## config.mk

```make
export PLATFORM = sky130hd
export DESIGN_NAME = bit_serializer
export DESIGN_NICKNAME = d
export VERILOG_FILES = /design/src/rtl/bit_serializer.sv
export SDC_FILE = /design/constraint.sdc
export NUM_CORES = 1
export LEC_CHECK = 0
export ABC_AREA = 1
export BUFFER_PORTS_ARGS = -buffer_cell sky130_fd_sc_hd__buf_2
export CAP_MARGIN = 20
export CORE_MARGIN = 5
export CORE_UTILIZATION = 51
export DETAILED_ROUTE_END_ITERATION = 10
export MAX_ROUTING_LAYER = met4
export PLACE_DENSITY = 0.72
export RECOVER_POWER = 50
export SYNTH_ARGS = -nofsm -noshare
export SYNTH_HDL_FRONTEND = slang
export SYNTH_SLANG_ARGS = --single-unit
```

## constraint.sdc

```tcl
create_clock -name clk -period 1.4 [get_ports clk]
set_clock_uncertainty 0.05 [all_clocks]
set_input_delay 0.21 -clock clk [delete_from_list [all_inputs] [get_ports clk]]
set_output_delay 0.21 -clock clk [all_outputs]
set_load 0.05 [all_outputs]
```

## src/rtl/bit_serializer.sv

```systemverilog
// Parallel-to-serial feeder: valid/ready word intake with a one-word holding
// register so back-to-back words shift out on sout with no idle gap.
module bit_serializer #(
    parameter int unsigned W         = 8,
    parameter bit          MSB_FIRST = 1'b1
) (
    input  logic         clk,
    input  logic         reset_n,
    input  logic [W-1:0] din,
    input  logic         din_valid,
    output logic         din_ready,
    input  logic         en,
    output logic         sout,
    output logic         sout_valid,
    output logic         idle
);

    localparam int unsigned CW = $clog2(W + 1);

    logic [W-1:0]  hold_reg;
    logic [W-1:0]  hold_reg_nxt;
    logic          hold_full;
    logic          hold_full_nxt;
    logic [W-1:0]  shreg;
    logic [W-1:0]  shreg_nxt;
    logic [CW-1:0] bit_cnt;
    logic [CW-1:0] bit_cnt_nxt;
    logic          accept;
    logic          last;
    logic          bypass;

    // State register
    always_ff @(posedge clk or negedge reset_n) begin
        if (!reset_n) begin
            hold_reg  <= '0;
            hold_full <= 1'b0;
            shreg     <= '0;
            bit_cnt   <= '0;
        end else begin
            hold_reg  <= hold_reg_nxt;
            hold_full <= hold_full_nxt;
            shreg     <= shreg_nxt;
            bit_cnt   <= bit_cnt_nxt;
        end
    end

    // Next-state: shift, reload from hold or bypass from din, else park in hold
    always_comb begin
        hold_reg_nxt  = hold_reg;
        hold_full_nxt = hold_full;
        shreg_nxt     = shreg;
        bit_cnt_nxt   = bit_cnt;
        bypass        = 1'b0;
        accept        = din_valid && !hold_full;
        last          = (bit_cnt <= CW'(1));

        if (en) begin
            if (!last) begin
                shreg_nxt   = MSB_FIRST ? {shreg[W-2:0], 1'b0} : {1'b0, shreg[W-1:1]};
                bit_cnt_nxt = bit_cnt - CW'(1);
            end else if (hold_full) begin
                shreg_nxt     = hold_reg;
                bit_cnt_nxt   = CW'(W);
                hold_full_nxt = 1'b0;
            end else if (accept) begin
                shreg_nxt   = din;
                bit_cnt_nxt = CW'(W);
                bypass      = 1'b1;
            end else begin
                bit_cnt_nxt = '0;
            end
        end

        if (accept && !bypass) begin
            hold_reg_nxt  = din;
            hold_full_nxt = 1'b1;
        end
    end

    // Outputs decode directly from registers so reset clears them without a clock
    assign din_ready  = !hold_full;
    assign sout_valid = (bit_cnt != '0);
    assign sout       = sout_valid && (MSB_FIRST ? shreg[W-1] : shreg[0]);
    assign idle       = (bit_cnt == '0) && !hold_full;

endmodule

```

Yosys cells after proc, flatten, opt, wreduce, memory -nomap -nowiden
Index checks and enable logic that the tools add are counted.

operators by class
  equal/unequal tests = 1
  bitwise operators = 0
  $lt $le $gt $ge = 1
  multiplexer cells = 13
  $mul = 0
  shift-type cells = 0
  reductions and logical operators = 12
  add/sub/neg operators = 1
  divide/modulo/power cells = 0

operator list
  cell                                                                               count
  8-bit 2-to-1 mux                                                                   3
  4-bit 2-to-1 mux                                                                   3
  1-bit 2-to-1 mux                                                                   7
  4-bit by 1-bit less-or-equal comparator with 1-bit output (second input constant)  1
  1-bit logical AND                                                                  4
  4-bit logical NOT                                                                  1
  2-bit AND reduction                                                                2
  2-bit nonzero test                                                                 2
  4-bit nonzero test                                                                 1
  4-bit by 1-bit subtractor with 4-bit output (second input constant)                1
  3-bit inequality test (second input constant)                                      1
  1-bit logical NOT                                                                  2

storage, ports and cells
  memories = 0
  output and inout bits = 4
  register bits = 21
  bits of input ports = 12
  word-level logic and storage cells = 32
  RAM bits = 0
  bits in read-only memories = 0
  latch bits = 0

Logic depth before layout (Yosys ltp)
  depth in word-level cells = 10
  mapped depth = 9
  gate-level depth less buffers = 9

Least setup slack after synthesis
No wires, ideal clock.

  kind = register -> output
  from = reg bit_cnt[0]
  to = out sout
  arrival = 1817 ps
  path buffers = 0
  cell stages (with the launch flop) = 4
  path slack = -677 ps
  data required time = 1140 ps
  cells stage by stage = dfrtp_1 > inv_1 > ha_1 > a21boi_0

between the ends
  cells in the longest elaborated chain, start to end = 2

RTL lines
  item                    line  RTL
  start, declared         26    logic [CW-1:0] bit_cnt;
  start signal, assigned  43    bit_cnt <= bit_cnt_nxt;
  4-bit nonzero test      82    assign sout_valid = (bit_cnt != '0);
  1-bit logical AND       83    assign sout = sout_valid && (MSB_FIRST ? shreg[W-1] : shreg[0]);
  end, declared           13    output logic sout,

Every way passes these cells.

Final worst setup path
  from = reg bit_cnt[0]
  to = out sout_valid

between the ends
  cells in the longest elaborated chain, start to end = 1

RTL lines
  item                line  RTL
  4-bit nonzero test  82
  end, declared       14    output logic sout_valid,

Every way passes these cells.

==> summary.md <==
| Metric | Value |
|---|---|
| Status | finished, violations left |
| Crit-path max cell delay | 0.40 ns |
| Clock transition at the registers of the reported paths | 0.12 ns |
| Critical path class | reg2out |
| CTS buffer count | 3 |
| Failing checks | negative setup slack |
| Sum Neg Setup Slack | -1.28 ns |
| DRC | 0 |
| Global-route wire length before repair | between 5000 and 6000 um |
| # diodes | 0 |
| Drt wl/cell | 12.4 um |
| Vias per inst | 4.96 |
| Synth top area share | 40.4% |
| CP Cell Sequence | inv_2, ha_4, nand2_4, buf_2 |
| RSZ-0062 raised after global routing | yes |
| Largest net degree at the start of global routing | 22 |
| P_leak | around 0.94 nW |
| Layout cells sized above 1 | 39.9% |
| Worst vdd ir | 1510 uV |
| Clock Power Share | 8.2% |
| Yosys warns | 0 |
| Number of I/O pins | 16 |
| Final ANT Viol Nets | 0 |
| Final Critical Period | 1.54 ns |
| Dominant cells by area after synthesis | dfrtp_1 40%, nand2_1 25%, nand3_2 6.2% |
| Post-synthesis async set-or-reset flop share | 100% |
| Post-layout util | about two thirds |
| Syn_area_per_cell | 7.98 sq um |
| Via count | 1,155 |
| CTS Buffer Depth | 2 |
| Slew HR | 64.3% |
| Die W | between 60 and 70 um |
| Hold Vio Cnt, Final | 0 |
| Design Area, Final | 1680 sq um |
| Area Overhead vs Synth | 29.4% |
| Row count | 18 |
| Post-synthesis sequential area ratio | 40.4% |
| Post-Synthesis Cell Area | 1300 sq um |
| Synth Flop Type | dfrtp_1 |
| Fraction of the cycle the final worst path needs | 110% |
| Fmax | 651 MHz |
| Switching share of power | 44.8% |
| Clock Tree Root | clkbuf_4 |
| Later-pin clock latency in the skew report | 0.31 ns |
| CTS tree | yes |
| Area leader, netlist | dfrtp_1 |
| GRT Residual Overflow | 0 |
| Startpoint Class | flop |
| Final #Nets | 219 |
| Initial core utilization | 53.0% |
| Slew Viols, Final | 0 |
| CP Capture Type | output pin |
| Worst Setup Slack, final | -0.137 ns |
| Routability congestion estimate | between 0.8 and 0.9 |
| Crit path DAT | 1.28 ns |
| Area of the core | 2450 sq um |
| # setup viols final | 21 |
| WHS | 0.0825 ns |
| Detailed Route Iter0 Violations | 49 |
| P_int | 0.00203 W |
| Req. time, crit path | 1.14 ns |
| Overall Power | between 0.003 and 0.004 W |
| Slowest library cell on the worst path | dfrtp_1 |
| Post-placement cell area | around 1500 sq um |
| Sink Count | 21 |
| Comb pwr share | a little over three fifths |
| Pwr/cell area | 2180 nW/um^2 |
| Register bit total from synthesis | 21 |
| EDFF count, synth | 0 |
| Maxcap violations | 0 |
| Synth unique cells | 20 |
| Cells after Synth | 163 |
| Seq pwr share | roughly 29% |
| Die H | 60.5 um |
| Tot GR Track Use | 19.6% |
| Number of H-tree levels | 1 |
| Number of port buffers | 15 |
| Die area | between 3000 and 4000 sq um |
| Detailed-router iteration count before antenna repair | 4 |
| HP Class | in2reg |
| Syn Nets | roughly 180 |
| Initial antenna violation count | 0 |
| Post-Route WL | 2880 um |
| Number of global-route vias before repair | 1,219 |
| Post-DP HPWL | between 2000 and 2500 um |
| Crit-path max FO | 3 |
| Switching power | 0.00164 W |
| Worst-margin pin slew | 0.536 ns |
final cells by class:
cell class	count	area, sq um
multi-input cells	127	733
well taps	30	37.5
inverters	11	41.3
fillers	209	771
flip-flops and latches	21	526
clock buffers	4	26.3
repair buffers	40	320
worst paths after layout:
kind / from / end / slack [ns] / depth (start not counted)
setup / recovery: bit_cnt[0] / sout_valid / -0.14 / 4
min in group asynchronous: reset_n / hold_reg[3] / 0.34 / 2
hold reg to reg: hold_reg[1] / hold_reg[1] / 0.44 / 2
hold / removal: din[6] / hold_reg[6] / 0.08 / 3
setup reg to reg: bit_cnt[0] / shreg[3] / -0.09 / 10
max in group asynchronous: reset_n / shreg[7] / 0.59 / 2
through the flow:
stage | setup WS, ns | cells
final | -0.137 | 233
after global routing | -0.197 | 233
after CTS | -0.134 | 229
after detailed placement | -0.0569 | 215
after global placement | -0.00499 | 215
after floorplan | -0.0101 | 163
cell families after synthesis:
group                      after synthesis  share of synthesized area (%)
AOI/OAI and AO/OA                        3                           2.21
xor gates and xnor gates                 1                          0.673
adders and majority gates                3                           2.88
buffers and inverters                   15                           7.21
DFF                                     21                           40.4
and+or+nand+nor                        120                           46.6
what timing repair did:
action	CTS	global route
buffers inserted	9	4
hold buffers	1	0
endpoints found under the setup margin	22	25
gates resized for setup	11	4
pin swaps	7	2
hold endpoints to repair	21	0
worst max-delay path: cells and delay by family, from the launching register on:
family | cells | cell delay (ns)
simple gates | 1 | 0.06
buf+inv | 2 | 0.33
flops | 1 | 0.40
fa+ha+maj | 1 | 0.17
Yosys cell counts, types with 2 or more instances:
cell / n
nor2_8: 2
inv_1: 5
nand2_1: 85
nor2_4: 2
nand2_4: 4
nand3_2: 8
dfrtp_1: 21
nor2_1: 2
nand2_2: 6
inv_2: 6
ha_1: 3
nand3_1: 11
layer usage:
| metal | up-vias | global-route usage (%) | wire length (um) |
|---|---|---|---|
| met4 | 0 | 6.19 | 42 |
| li1 | 584 | - | - |
| met3 | 6 | 1.91 | 101 |
| met2 | 23 | 34.0 | 1530 |
| met5 | - | - | 0 |
| met1 | 542 | 24.1 | 1200 |
layout by cell type, fill, tap and decap left out:
cell and count:
buf_2 11, clkbuf_2 1, nand2_2 5, buf_8 1, clkbuf_1 1, nor2_4 3, nand2_4 6, o21ai_2 1
inv_1 2, nand3_2 8, a21boi_2 1, ha_2 1, xor2_1 1, nor2_1 1, buf_6 4, buf_4 20
dfrtp_1 21, ha_4 2, buf_12 2, inv_2 9, nor2_8 2, nand2_1 84, nand3_1 11, o22ai_2 1
dlygate4sd3_1 1, clkbuf_4 3
power by group through the flow:
stage | sequential [W] | clock [W] | combinational [W]
after floorplan | 0.00103 | 0 | 0.00145
after global placement | 0.00107 | 0 | 0.00184
final | 0.00106 | 0.000302 | 0.00231
after global routing | 0.00109 | 0.000342 | 0.00257
after detailed placement | 0.00108 | 0 | 0.00190
after CTS | 0.00106 | 0.000314 | 0.00218
Power figures use the tool's default switching activity.
